==> src/rtl/mirfak_alu_arbiter_pkg.sv <==
// mirfak_alu_arbiter_pkg
//   Shared types and widths for the mirfak ALU arbiter and the mirfak_alu it
//   feeds. The control word is
//   {alu_op[1:0], compare_op, shift_op[1:0], logic_op[1:0], adder_op}.
//   The packed struct below mirrors that layout bit for bit:
//     adder_op   = bit 0
//     logic_op   = bits 2:1
//     shift_op   = bits 4:3
//     compare_op = bit 5
//     alu_op     = bits 7:6
package mirfak_alu_arbiter_pkg;

  localparam int DATA_W     = 32;
  localparam int ALU_CTRL_W = 8;

  typedef enum logic [1:0] {
    ALU_OP_ADDER   = 2'd0,
    ALU_OP_LOGIC   = 2'd1,
    ALU_OP_SHIFT   = 2'd2,
    ALU_OP_COMPARE = 2'd3
  } alu_op_e;

  typedef enum logic {
    COMPARE_SLT  = 1'b0,  // signed less-than
    COMPARE_SLTU = 1'b1   // unsigned less-than
  } compare_op_e;

  typedef enum logic [1:0] {
    SHIFT_OP_SLL = 2'd0,
    SHIFT_OP_SRL = 2'd1,
    SHIFT_OP_SRA = 2'd2,
    SHIFT_OP_ROL = 2'd3
  } shift_op_e;

  typedef enum logic [1:0] {
    LOGIC_OP_AND = 2'd0,
    LOGIC_OP_OR  = 2'd1,
    LOGIC_OP_XOR = 2'd2,
    LOGIC_OP_NOR = 2'd3
  } logic_op_e;

  typedef enum logic {
    ADDER_OP_ADD = 1'b0,
    ADDER_OP_SUB = 1'b1
  } adder_op_e;

  typedef struct packed {
    alu_op_e     alu_op;
    compare_op_e compare_op;
    shift_op_e   shift_op;
    logic_op_e   logic_op;
    adder_op_e   adder_op;
  } alu_ctrl_t;

  typedef enum logic {
    PORT0 = 1'b0,
    PORT1 = 1'b1
  } port_e;

endpackage

==> src/rtl/mirfak_alu_arbiter_if.sv <==
// mirfak_alu_arbiter_if
//   Bundles both requester channels and the shared response data bus.
//   Signal suffixes are taken from the arbiter's point of view (_i into the
//   arbiter, _o out of it).
//   Per port N (0 = execute stage, 1 = secondary unit):
//     reqN_valid_i / reqN_ready_o                  request handshake
//     reqN_opa_i / reqN_opb_i / reqN_ctrl_i        operands and control word
//     rspN_valid_o / rspN_ready_i                  response handshake
//   rsp_data_o is the shared result, qualified by rsp0_valid_o / rsp1_valid_o.
//   modport master : requester side
//   modport slave  : arbiter side
interface mirfak_alu_arbiter_if;
  import mirfak_alu_arbiter_pkg::*;

  logic                  req0_valid_i;
  logic                  req0_ready_o;
  logic [DATA_W-1:0]     req0_opa_i;
  logic [DATA_W-1:0]     req0_opb_i;
  logic [ALU_CTRL_W-1:0] req0_ctrl_i;
  logic                  rsp0_valid_o;
  logic                  rsp0_ready_i;

  logic                  req1_valid_i;
  logic                  req1_ready_o;
  logic [DATA_W-1:0]     req1_opa_i;
  logic [DATA_W-1:0]     req1_opb_i;
  logic [ALU_CTRL_W-1:0] req1_ctrl_i;
  logic                  rsp1_valid_o;
  logic                  rsp1_ready_i;

  logic [DATA_W-1:0]     rsp_data_o;

  modport master (
    output req0_valid_i, req0_opa_i, req0_opb_i, req0_ctrl_i, rsp0_ready_i,
    output req1_valid_i, req1_opa_i, req1_opb_i, req1_ctrl_i, rsp1_ready_i,
    input  req0_ready_o, rsp0_valid_o, req1_ready_o, rsp1_valid_o, rsp_data_o
  );

  modport slave (
    input  req0_valid_i, req0_opa_i, req0_opb_i, req0_ctrl_i, rsp0_ready_i,
    input  req1_valid_i, req1_opa_i, req1_opb_i, req1_ctrl_i, rsp1_ready_i,
    output req0_ready_o, rsp0_valid_o, req1_ready_o, rsp1_valid_o, rsp_data_o
  );

endinterface

==> src/rtl/mirfak_alu.sv <==
// mirfak_alu
//   Purely combinational ALU. It is shared by the arbiter through a grant mux.
//   Ports:
//     opa_i    in  32  operand A
//     opb_i    in  32  operand B (bits 4:0 give the shift amount for shifts)
//     ctrl_i   in   8  control word, see alu_ctrl_t
//     result_o out 32  result; compares return 0 or 1
module mirfak_alu
  import mirfak_alu_arbiter_pkg::*;
(
  input  logic [DATA_W-1:0]     opa_i,
  input  logic [DATA_W-1:0]     opb_i,
  input  logic [ALU_CTRL_W-1:0] ctrl_i,
  output logic [DATA_W-1:0]     result_o
);

  alu_ctrl_t  ctrl;
  logic [4:0] shamt;
  logic       lt;

  always_comb begin
    // NOTE: every signal written here gets a default first, so no path can infer a latch.
    result_o = '0;
    lt       = 1'b0;
    ctrl     = alu_ctrl_t'(ctrl_i);
    shamt    = opb_i[4:0];
    unique case (ctrl.alu_op)
      ALU_OP_ADDER: begin
        result_o = (ctrl.adder_op == ADDER_OP_SUB) ? opa_i - opb_i : opa_i + opb_i;
      end
      ALU_OP_LOGIC: begin
        unique case (ctrl.logic_op)
          LOGIC_OP_AND: result_o = opa_i & opb_i;
          LOGIC_OP_OR:  result_o = opa_i | opb_i;
          LOGIC_OP_XOR: result_o = opa_i ^ opb_i;
          LOGIC_OP_NOR: result_o = ~(opa_i | opb_i);
        endcase
      end
      ALU_OP_SHIFT: begin
        unique case (ctrl.shift_op)
          SHIFT_OP_SLL: result_o = opa_i << shamt;
          SHIFT_OP_SRL: result_o = opa_i >> shamt;
          SHIFT_OP_SRA: result_o = $signed(opa_i) >>> shamt;
          // With a shift amount of 0 the right-shift term shifts by 32, which
          // gives 0, so the operand passes through unchanged.
          SHIFT_OP_ROL: result_o = (opa_i << shamt) | (opa_i >> (6'd32 - {1'b0, shamt}));
        endcase
      end
      ALU_OP_COMPARE: begin
        lt = (ctrl.compare_op == COMPARE_SLTU) ? (opa_i < opb_i)
                                               : ($signed(opa_i) < $signed(opb_i));
        result_o = {{(DATA_W-1){1'b0}}, lt};
      end
    endcase
  end

endmodule

==> src/rtl/mirfak_alu_arbiter.sv <==
// mirfak_alu_arbiter
//   Lets two requesters share one mirfak_alu. Port 0 is the execute stage and
//   port 1 is the secondary unit (CSR/debug). A request is accepted only when
//   the single result slot is free, meaning it is empty or its owner is
//   consuming it this cycle. The ALU result is registered on the accept edge.
//   The owner's response valid rises one cycle later and is held until the
//   owner consumes it.
//   Ports:
//     clk_i   in  1  core clock
//     rst_i   in  1  synchronous active-high reset
//     bus     slave modport of mirfak_alu_arbiter_if (both channels + rsp data)
//   Parameter:
//     STARVE_LIMIT  cycles port 1 may wait before it is forced to win (1..255)
//   Build option MIRFAK_ALU_ARB_RR_EN:
//     defined   -> round-robin; the last granted port loses on contention
//     undefined -> port 0 has priority; a starvation counter eventually
//                  forces a win for port 1
module mirfak_alu_arbiter
  import mirfak_alu_arbiter_pkg::*;
#(
  parameter int STARVE_LIMIT = 8
) (
  input logic                 clk_i,
  input logic                 rst_i,
  mirfak_alu_arbiter_if.slave bus
);

  logic                  slot_free;
  logic                  prefer1;
  logic                  grant0;
  logic                  grant1;
  logic [DATA_W-1:0]     alu_opa;
  logic [DATA_W-1:0]     alu_opb;
  logic [ALU_CTRL_W-1:0] alu_ctrl;
  logic [DATA_W-1:0]     alu_res;

  logic                  rsp0_valid_q, rsp0_valid_d;
  logic                  rsp1_valid_q, rsp1_valid_d;
  logic [DATA_W-1:0]     rsp_data_q,   rsp_data_d;

`ifdef MIRFAK_ALU_ARB_RR_EN
  port_e rr_ptr_q, rr_ptr_d;

  // The port that won last time yields on contention.
  assign prefer1 = (rr_ptr_q == PORT0);

  always_comb begin
    rr_ptr_d = rr_ptr_q;
    if (grant0)      rr_ptr_d = PORT0;
    else if (grant1) rr_ptr_d = PORT1;
  end

  // After reset the pointer shows port 1, so port 0 wins the first contention.
  always_ff @(posedge clk_i) begin
    if (rst_i) rr_ptr_q <= PORT1;
    else       rr_ptr_q <= rr_ptr_d;
  end
`else
  localparam logic [7:0] STARVE_MAX = 8'(STARVE_LIMIT);

  logic [7:0] starve_cnt_q, starve_cnt_d;

  assign prefer1 = (starve_cnt_q == STARVE_MAX);

  // Counts cycles in which port 1 is waiting, including cycles where the slot
  // is busy. The count saturates at the limit and clears on a port 1 grant or
  // when port 1 drops its request.
  always_comb begin
    starve_cnt_d = '0;
    if (bus.req1_valid_i && !grant1) begin
      starve_cnt_d = prefer1 ? starve_cnt_q : starve_cnt_q + 8'd1;
    end
  end

  always_ff @(posedge clk_i) begin
    if (rst_i) starve_cnt_q <= '0;
    else       starve_cnt_q <= starve_cnt_d;
  end
`endif

  // Grant logic. Readys are forced low while reset is held.
  always_comb begin
    slot_free = !(rsp0_valid_q || rsp1_valid_q)
              || (rsp0_valid_q && bus.rsp0_ready_i)
              || (rsp1_valid_q && bus.rsp1_ready_i);
    grant1 = !rst_i && slot_free && bus.req1_valid_i && (!bus.req0_valid_i || prefer1);
    grant0 = !rst_i && slot_free && bus.req0_valid_i && !grant1;
  end

  assign alu_opa  = grant1 ? bus.req1_opa_i  : bus.req0_opa_i;
  assign alu_opb  = grant1 ? bus.req1_opb_i  : bus.req0_opb_i;
  assign alu_ctrl = grant1 ? bus.req1_ctrl_i : bus.req0_ctrl_i;

  mirfak_alu u_alu (
    .opa_i   (alu_opa),
    .opb_i   (alu_opb),
    .ctrl_i  (alu_ctrl),
    .result_o(alu_res)
  );

  // A consume and a new grant can happen on the same edge. In that case the
  // new result replaces the old one and valid moves to the new owner with no
  // bubble cycle in between.
  always_comb begin
    rsp0_valid_d = rsp0_valid_q && !bus.rsp0_ready_i;
    rsp1_valid_d = rsp1_valid_q && !bus.rsp1_ready_i;
    rsp_data_d   = rsp_data_q;
    if (grant0 || grant1) begin
      rsp0_valid_d = grant0;
      rsp1_valid_d = grant1;
      rsp_data_d   = alu_res;
    end
  end

  // NOTE: state is updated only with non-blocking assignments, so every flop samples pre-edge values.
  always_ff @(posedge clk_i) begin
    if (rst_i) begin
      rsp0_valid_q <= 1'b0;
      rsp1_valid_q <= 1'b0;
      rsp_data_q   <= '0;
    end else begin
      rsp0_valid_q <= rsp0_valid_d;
      rsp1_valid_q <= rsp1_valid_d;
      rsp_data_q   <= rsp_data_d;
    end
  end

  assign bus.req0_ready_o = grant0;
  assign bus.req1_ready_o = grant1;
  assign bus.rsp0_valid_o = rsp0_valid_q;
  assign bus.rsp1_valid_o = rsp1_valid_q;
  assign bus.rsp_data_o   = rsp_data_q;

endmodule

==> src/flat_wrapper.sv <==
// flat-port wrapper written by rule: the top's interface ports become plain ports
module mirfak_alu_arbiter_flat import mirfak_alu_arbiter_pkg::*;
#(
  parameter int STARVE_LIMIT = 8
)
  (clk_i, rst_i, bus_req0_valid_i, bus_req0_opa_i, bus_req0_opb_i, bus_req0_ctrl_i, bus_rsp0_ready_i, bus_req1_valid_i, bus_req1_opa_i, bus_req1_opb_i, bus_req1_ctrl_i, bus_rsp1_ready_i, bus_req0_ready_o, bus_rsp0_valid_o, bus_req1_ready_o, bus_rsp1_valid_o, bus_rsp_data_o);
  mirfak_alu_arbiter_if bus_i ();
  input logic clk_i;
  input logic rst_i;
  input wire logic [$bits(bus_i.req0_valid_i)-1:0] bus_req0_valid_i;
  input wire logic [$bits(bus_i.req0_opa_i)-1:0] bus_req0_opa_i;
  input wire logic [$bits(bus_i.req0_opb_i)-1:0] bus_req0_opb_i;
  input wire logic [$bits(bus_i.req0_ctrl_i)-1:0] bus_req0_ctrl_i;
  input wire logic [$bits(bus_i.rsp0_ready_i)-1:0] bus_rsp0_ready_i;
  input wire logic [$bits(bus_i.req1_valid_i)-1:0] bus_req1_valid_i;
  input wire logic [$bits(bus_i.req1_opa_i)-1:0] bus_req1_opa_i;
  input wire logic [$bits(bus_i.req1_opb_i)-1:0] bus_req1_opb_i;
  input wire logic [$bits(bus_i.req1_ctrl_i)-1:0] bus_req1_ctrl_i;
  input wire logic [$bits(bus_i.rsp1_ready_i)-1:0] bus_rsp1_ready_i;
  output wire logic [$bits(bus_i.req0_ready_o)-1:0] bus_req0_ready_o;
  output wire logic [$bits(bus_i.rsp0_valid_o)-1:0] bus_rsp0_valid_o;
  output wire logic [$bits(bus_i.req1_ready_o)-1:0] bus_req1_ready_o;
  output wire logic [$bits(bus_i.rsp1_valid_o)-1:0] bus_rsp1_valid_o;
  output wire logic [$bits(bus_i.rsp_data_o)-1:0] bus_rsp_data_o;
  assign bus_i.req0_valid_i = bus_req0_valid_i;
  assign bus_i.req0_opa_i = bus_req0_opa_i;
  assign bus_i.req0_opb_i = bus_req0_opb_i;
  assign bus_i.req0_ctrl_i = bus_req0_ctrl_i;
  assign bus_i.rsp0_ready_i = bus_rsp0_ready_i;
  assign bus_i.req1_valid_i = bus_req1_valid_i;
  assign bus_i.req1_opa_i = bus_req1_opa_i;
  assign bus_i.req1_opb_i = bus_req1_opb_i;
  assign bus_i.req1_ctrl_i = bus_req1_ctrl_i;
  assign bus_i.rsp1_ready_i = bus_rsp1_ready_i;
  assign bus_req0_ready_o = bus_i.req0_ready_o;
  assign bus_rsp0_valid_o = bus_i.rsp0_valid_o;
  assign bus_req1_ready_o = bus_i.req1_ready_o;
  assign bus_rsp1_valid_o = bus_i.rsp1_valid_o;
  assign bus_rsp_data_o = bus_i.rsp_data_o;
  mirfak_alu_arbiter #(.STARVE_LIMIT(STARVE_LIMIT)) u_core (.clk_i(clk_i), .rst_i(rst_i), .bus(bus_i));
endmodule
==> config.mk <==
export PLATFORM = sky130hd
export DESIGN_NAME = mirfak_alu_arbiter_flat
export DESIGN_NICKNAME = d
export VERILOG_FILES = /design/src/rtl/mirfak_alu_arbiter_pkg.sv /design/src/rtl/mirfak_alu_arbiter_if.sv /design/src/rtl/mirfak_alu.sv /design/src/rtl/mirfak_alu_arbiter.sv /design/src/flat_wrapper.sv
export SDC_FILE = /design/constraint.sdc
export NUM_CORES = 1
export LEC_CHECK = 0
export BUFFER_PORTS_ARGS = -buffer_cell sky130_fd_sc_hd__buf_2
export CAP_MARGIN = 10
export CELL_PAD_IN_SITES_DETAIL_PLACEMENT = 1
export CELL_PAD_IN_SITES_GLOBAL_PLACEMENT = 1
export CORE_MARGIN = 8
export CORE_UTILIZATION = 45
export CTS_CLUSTER_DIAMETER = 40
export DETAILED_ROUTE_END_ITERATION = 12
export PLACE_DENSITY = 0.89
export SETUP_SLACK_MARGIN = 0.15
export SYNTH_ARGS = -nofsm -noshare
export SYNTH_HDL_FRONTEND = slang
export SYNTH_SLANG_ARGS = --single-unit
==> constraint.sdc <==
create_clock -name clk_i -period 9.6 [get_ports clk_i]
set_clock_uncertainty 0.15 [all_clocks]
set_input_delay 0 -clock clk_i [delete_from_list [all_inputs] [get_ports clk_i]]
set_output_delay 0 -clock clk_i [all_outputs]
set_load 0.03 [all_outputs]
# Yosys cells after proc, flatten, opt, wreduce, memory -nomap -nowiden
# Cells that the tools add are included.
# W data, S select, Z words.
# totals
input_bits,150
register_bits,42
output_inout_bits,36
wordCells,65
# classes
n_eq_ne,10
order_cmp,2
bitwise,6
n_shift,4
addsub,4
reduce_logical,25
mux,10
# op_table
op,n
$pmux W32 S4,3
$mux W32,3
$lt A32 B32 Y1,2
$or A32 B32 Y32,2
$add A32 B32 Y32,1
$and A32 B32 Y32,1
$not A32 Y32,1
$shl A32 B5 Y32,1
$shr A32 B5 Y32,1
$shr A32 B6 Y32,1
$sshr A32 B5 Y32,1
$sub A32 B32 Y32,1
$xor A32 B32 Y32,1
$eq A2 B2 Y1 const B,6
$logic_and A1 B1 Y1,10
$add A8 B1 Y8 const B,1
$eq A8 B4 Y1 const B,1
$mux W8,1
$eq A2 B1 Y1 const B,3
$logic_not A1 Y1,6
$logic_not A2 Y1,3
$sub A6 B5 Y6 const A,1
$logic_or A1 B1 Y1,5
$mux W1,3
other kinds (2),2

# Logic depth before layout (Yosys ltp)
# logic_depth
ltp_word,13
ltp_mapped,29
depth_no_buf,21

# Cells and area by module
# A second synthesis with hierarchy kept.
# hier_totals
cells_unflattened,1922
area_unflattened_um2,14138.6
# by_module_without_submodules
mod,area_per_inst_um2,n_inst,cells_each,seq_area_each_um2
mirfak_alu,11192.0,1,1666,0.0
mirfak_alu_arbiter,2946.6,1,256,840.8

# Worst setup path before layout
# OpenSTA, ideal clock, no wires.
# synth_path
kind,register to register
startpoint,register u_core.rsp1_valid_q (netlist: u_core.bus.rsp1_valid_o)
endpoint,register u_core.rsp_data_q[30] (netlist: u_core.bus.rsp_data_o[30])
synth_period_minus_slack_ns,5.383
n_path_buf,6
arrival_ns,5.114
path_slack_ns,4.217
path_stages_with_launch,25
setup_ns,0.120
t_required_ns,9.330
path_cell_list,dfxtp_1 -> nand2b_1 -> a22o_1 -> buf_2 -> nand3_4 -> buf_2 -> buf_2 -> buf_2 -> buf_2 -> buf_1 -> nand2_1 -> nand2_1 -> ha_1 -> inv_1 -> fa_1 -> nor3b_1 -> nor3_1 -> or3_1 -> a2111oi_0 -> nor4b_1 -> o21bai_1 -> o21ai_0 -> o21ba_2 -> nor4_1 -> a211o_1
# synth_via
elab_chain_len,13
word_cells_on_any_way,43
classes_between,3 x add/sub; 9 x eq/ne; 4 x shift; 7 x mux; 5 x bitwise; 15 x reduce/logical
# synth_lines
element,line,source
"start, declared",mirfak_alu_arbiter.sv:38,"logic rsp1_valid_q, rsp1_valid_d;"
"start signal, assigned",mirfak_alu_arbiter.sv:123,rsp1_valid_q <= rsp1_valid_d;
$logic_or A1 B1 Y1,mirfak_alu_arbiter.sv:83,slot_free = !(rsp0_valid_q || rsp1_valid_q)
$logic_not A1 Y1,mirfak_alu_arbiter.sv:83,
$logic_or A1 B1 Y1,mirfak_alu_arbiter.sv:84,|| (rsp0_valid_q && bus.rsp0_ready_i)
$logic_or A1 B1 Y1 (*),mirfak_alu_arbiter.sv:85,|| (rsp1_valid_q && bus.rsp1_ready_i);
$logic_and A1 B1 Y1 (*),"mirfak_alu_arbiter.sv:86, mirfak_alu_arbiter.sv:87",
$logic_and A1 B1 Y1 (2 in series),mirfak_alu_arbiter.sv:86,grant1 = !rst_i && slot_free && bus.req1_valid_i && (!bus.req0_valid_i || prefer1);
$mux W32,mirfak_alu_arbiter.sv:91,assign alu_opb = grant1 ? bus.req1_opb_i : bus.req0_opb_i;
$sub A6 B5 Y6,mirfak_alu.sv:46,"SHIFT_OP_ROL: result_o = (opa_i << shamt) | (opa_i >> (6'd32 - {1'b0, shamt}));"
$shr A32 B6 Y32,mirfak_alu.sv:46,
$or A32 B32 Y32,mirfak_alu.sv:46,
$pmux W32 S4,mirfak_alu.sv:40,unique case (ctrl.shift_op)
$pmux W32 S4,mirfak_alu.sv:27,unique case (ctrl.alu_op)
"end signal, assigned",mirfak_alu_arbiter.sv:124,rsp_data_q <= rsp_data_d;
"end, declared",mirfak_alu_arbiter.sv:39,"logic [DATA_W-1:0] rsp_data_q, rsp_data_d;"
# Every way passes the cells marked *; elsewhere a longest branch is shown, timed or not.
# A chain may end at the register's enable or synchronous reset.

# Worst setup path in the final report
# layout_path
startpoint,register u_core.starve_cnt_q[0]
endpoint,register u_core.rsp_data_q[21] (netlist: u_core.bus.rsp_data_o[21])
# layout_via
elab_chain_len,9
word_cells_on_any_way,37
classes_between,3 x add/sub; 10 x eq/ne; 4 x shift; 7 x mux; 5 x bitwise; 8 x reduce/logical
# layout_lines
element,line,source
"start, declared",mirfak_alu_arbiter.sv:61,"logic [7:0] starve_cnt_q, starve_cnt_d;"
"start signal, assigned",mirfak_alu_arbiter.sv:77,else starve_cnt_q <= starve_cnt_d;
$eq A8 B4 Y1 (*),mirfak_alu_arbiter.sv:63,assign prefer1 = (starve_cnt_q == STARVE_MAX);
$logic_or A1 B1 Y1 (*),mirfak_alu_arbiter.sv:86,
$logic_and A1 B1 Y1 (*),mirfak_alu_arbiter.sv:86,
$mux W32,mirfak_alu_arbiter.sv:91,
$sub A6 B5 Y6,mirfak_alu.sv:46,
$shr A32 B6 Y32,mirfak_alu.sv:46,
$or A32 B32 Y32,mirfak_alu.sv:46,
$pmux W32 S4,mirfak_alu.sv:40,
$pmux W32 S4,mirfak_alu.sv:27,
# Marked as above.

==> results by group <==
Power
  • PD cells: 111 nW/µm²
  • Internal power: 0.798 mW
  • Clk pwr share: 0.109
  • Flop pwr share: 0.106
  • Switching share of power: 0.598
  • Leakage: 7.95 nW
  • Comb pwr share: 0.784
  • Total power: 1.99 mW
  • Max VDD drop: 65.8 µV
  • Switch Pwr: 1.19 mW

Place
  • Placer Congestion: 1.07
  • I/O Buffers: 185
  • Post-DP HPWL: 78.5 mm
  • Place WS: 3.72 ns

Floorplan
  • FP Rows: 71
  • I/O pins: 186
  • Die Ht: 209 µm
  • Core area: 37,200 µm²
  • Die Width: 209 µm
  • Die area: 43,800 µm²
  • Initial Util: 0.452

Synth
  • Syn_area_per_cell: 6.60 µm²
  • Largest area contributor in the netlist: mux2i_1
  • Yosys top cell area share: 0.129
  • YS warnings: 0
  • Netlist cell types: 101
  • Post-Syn Area: 16,800 µm²
  • Post-synth EDFFs: 0
  • Post-synthesis sequential area ratio: 0.0500
  • Syn Nets: 2,799
  • FFs w/ async S/R, synth: 0
  • Ys flop type: dfxtp_1
  • Synth top area cells: mux2i_1, nand2_1, ha_1
  • Syn Inst Count: 2,547
  • Synth Register Bits: 42

Worst setup path
  • Crit-path max FO: 34
  • Arrival time of the worst setup path: 6.11 ns
  • Critical Path RT: 9.67 ns
  • Critical path type: flop to flop
  • Worst Reg-to-Reg Cells: 18
  • Crit start category: flop
  • Crit path capture type: flop

Outcome
  • Status: finished clean

Clock network
  • Total CTS buffers: 5
  • Hold Buf Count CTS: 3
  • Post-CTS sizing: 0
  • CTS H-tree depth: 2
  • Root Buffer: clkbuf_16
  • Clk Latency, worst-skew pair: 0.31 ns
  • CTS Sinks: 42
  • CTS clk-pin slew, worst paths: 0.09 ns
  • Post-CTS Setup Inserts: 0
  • Clock Tree Buf Depth: 2
  • CTS tree: done

Timing
  • Fmax: 0.166 GHz
  • Minimum clock period: 6.04 ns
  • Final Cycle Share: 0.629
  • Hold Vio Cnt, Final: 0
  • Setup-failing EPs final: 0
  • Rel. slew slack: 0.127
  • Worst setup margin: 3.56 ns
  • Final Hold Slack: 0.0506 ns
  • Least-Margin Pin Slew: 1.27 ns
  • Fin Setup TNS: 0 ns
  • RSZ-0062 raised after global routing: no
  • Final slew viol count: 0

Drt
  • Detail Route Antenna Nets: 0
  • Via density: 7.24
  • DRC viols: 0
  • Vias: 22,183
  • Initial DRC count: 2,675
  • DR pass1 iterations: 5
  • Final WL: 102 mm
  • Wire length per cell: 33.2 µm

Global routing
  • Gr usage total: 0.444
  • Total gr overflow: 0
  • Number of global-route vias before repair: 22,013
  • GR Util met3: 0.126
  • Gr busiest metal: met2
  • First-pass GRT wire length: 148 mm
  • Global-route track usage on met1: 0.521
  • Largest net degree at the start of global routing: 74
  • GR Util met2: 0.687
  • Initial antenna violation count: 8

Cells and area
  • Nets: 2,836
  • Fin util: 0.483
  • Layout cell share with drive strength beyond 1: 0.154
  • Fill cells: 4,963
  • Area grow syn2layout: 6.82%
  • Multi-input combinational cell area: 14,600 µm²
  • Storage cell area: 841 µm²

Run
  • Maxcap violations: 0

Hold path
  • Hold Path Depth: 4
  • Hold Crit Class: input pin to flop
==> state kept, by name, indices dropped and copies added (netlist names) <==
register	cells
u_core.bus.rsp_data_o	32
u_core.starve_cnt_q	8
u_core.bus.rsp0_valid_o	1
u_core.bus.rsp1_valid_o	1
==> kinds of logic (layout without fill, tap and decap cells) <==
logic type | count (synthesis) | after routing | synth area share
compound gates | 762 | 762 | 0.294
mux | 334 | 334 | 0.224
simple gates | 943 | 943 | 0.245
fa+ha+maj | 102 | 102 | 0.0768
flops | 42 | 42 | 0.0500
buf+inv | 311 | 349 | 0.0817
other cells | 0 | 7 | 0
xor+xnor | 53 | 53 | 0.0276
==> placed cells by master (no fill, tap or decap), types with 9 or more instances in the layout <==
| master | Yosys | layout |
|---|---|---|
| o21bai_1 | 9 | 9 |
| o31ai_1 | 18 | 18 |
| a21oi_1 | 201 | 201 |
| nand4_1 | 11 | 11 |
| a21boi_0 | 11 | 11 |
| buf_2 | 71 | 183 |
| o211ai_1 | 43 | 43 |
| nor2_1 | 237 | 237 |
| a311oi_1 | 10 | 10 |
| buf_4 | 12 | 46 |
| nand3_1 | 54 | 54 |
| nor3_1 | 54 | 53 |
| a31oi_1 | 33 | 33 |
| o21a_1 | 17 | 17 |
| a211oi_1 | 59 | 59 |
| nor4_1 | 13 | 13 |
| and3_1 | 14 | 14 |
| o22ai_1 | 27 | 27 |
| xor2_1 | 12 | 11 |
| a21o_1 | 9 | 9 |
| mux2i_1 | 217 | 215 |
| xnor2_1 | 41 | 41 |
| mux2_2 | 88 | 88 |
| a211o_1 | 10 | 10 |
| nand2b_1 | 20 | 20 |
| ha_1 | 100 | 100 |
| inv_1 | 103 | 103 |
| nand2_1 | 450 | 450 |
| mux4_2 | 18 | 18 |
| o221ai_1 | 12 | 12 |
| or3_1 | 16 | 16 |
| dfxtp_1 | 42 | 42 |
| or2_2 | 12 | 12 |
| o21ai_1 | 9 | 9 |
| o21ai_0 | 172 | 172 |
| nor2b_1 | 20 | 20 |
| a221oi_1 | 12 | 12 |
==> stage by stage <==
| stage | instance area, µm² | instances |
|---|---|---|
| final | 18000 | 3066 |
| after global routing | 18000 | 3060 |
| after CTS | 18000 | 3059 |
| after detailed placement | 17800 | 3048 |
| after global placement | 17800 | 3048 |
| after floorplan | 16800 | 2547 |
==> critical path, stage by stage (launching register included) <==
cell,delay (ns)
dfxtp_1,0.39
inv_1,0.07
ha_1,0.19
nand4bb_1,0.19
o21a_1,0.48
nor4_4,0.17
or2_1,0.28
inv_2,0.05
buf_4,0.42
ha_1,0.67
xor2_1,0.26
nor4_1,0.08
or2_2,0.40
a21oi_1,0.14
a21boi_0,0.70
mux2i_1,0.25
o221ai_1,0.58
o211ai_1,0.20
a211oi_1,0.22
==> worst paths after layout <==
path | start | endpoint | slack, ns
worst max-delay path | u_core.starve_cnt_q[0] | u_core.bus.rsp_data_o[21] | 3.56
worst max register to register | u_core.starve_cnt_q[0] | u_core.bus.rsp_data_o[21] | 3.56
worst min register to register | u_core.bus.rsp_data_o[4] | u_core.bus.rsp_data_o[4] | 0.35
worst min-delay path | bus_req0_valid_i | u_core.bus.rsp1_valid_o | 0.05
==> cells in the mapped netlist, drive strengths merged (7+ instances only) <==
library cell  instances
o221ai               12
a211o                10
xnor2                41
clkbuf               94
o311ai               12
nor2                240
o21a                 17
or3                  17
nor3b                 8
mux4                 18
a21o                  9
o21ai               183
and2                  8
mux2                 90
o211ai               43
nor3                 54
nand4                11
a221oi               12
nand3                55
a21boi               12
a211oi               60
xor2                 12
nor2b                20
and3                 14
o2111ai               7
buf                 108
o21bai                9
mux2i               226
nand2b               20
a32oi                 7
or2                  14
o22ai                27
a311oi               11
a22oi                 9
nor4                 14
nand2               450
ha                  100
dfxtp                42
a21oi               201
inv                 109
o31ai                19
a31oi                33
==> routing by layer <==
metal / share of wire / vias up / routed length (µm)
met5: 0.00095 / - / 97
met4: 0.089 / 6 / 9030
met3: 0.12 / 500 / 11900
met2: 0.43 / 1689 / 43400
met1: 0.37 / 10666 / 37400
li1: - / 9322 / -
==> power by group through the flow <==
stage | clock (mW) | combinational (mW) | sequential (mW)
6_report | 0.217 | 1.56 | 0.211
5_1_grt | 0.219 | 1.61 | 0.212
4_1_cts | 0.213 | 1.48 | 0.211
3_5_place_dp | 0 | 1.48 | 0.214
3_3_place_gp | 0 | 1.45 | 0.215
2_1_floorplan | 0 | 0.905 | 0.243
==> cell type report <==
cell class,count,share of cell area
timing repair buffer,232,0.0719
clock inverter,3,0.00244
tap,474,0.0330
sequential,42,0.0468
clock buffer,5,0.00696
multi-input combinational,2194,0.815
antenna,7,0.000975
inverter,109,0.0230
Power figures use the tool's default switching activity.
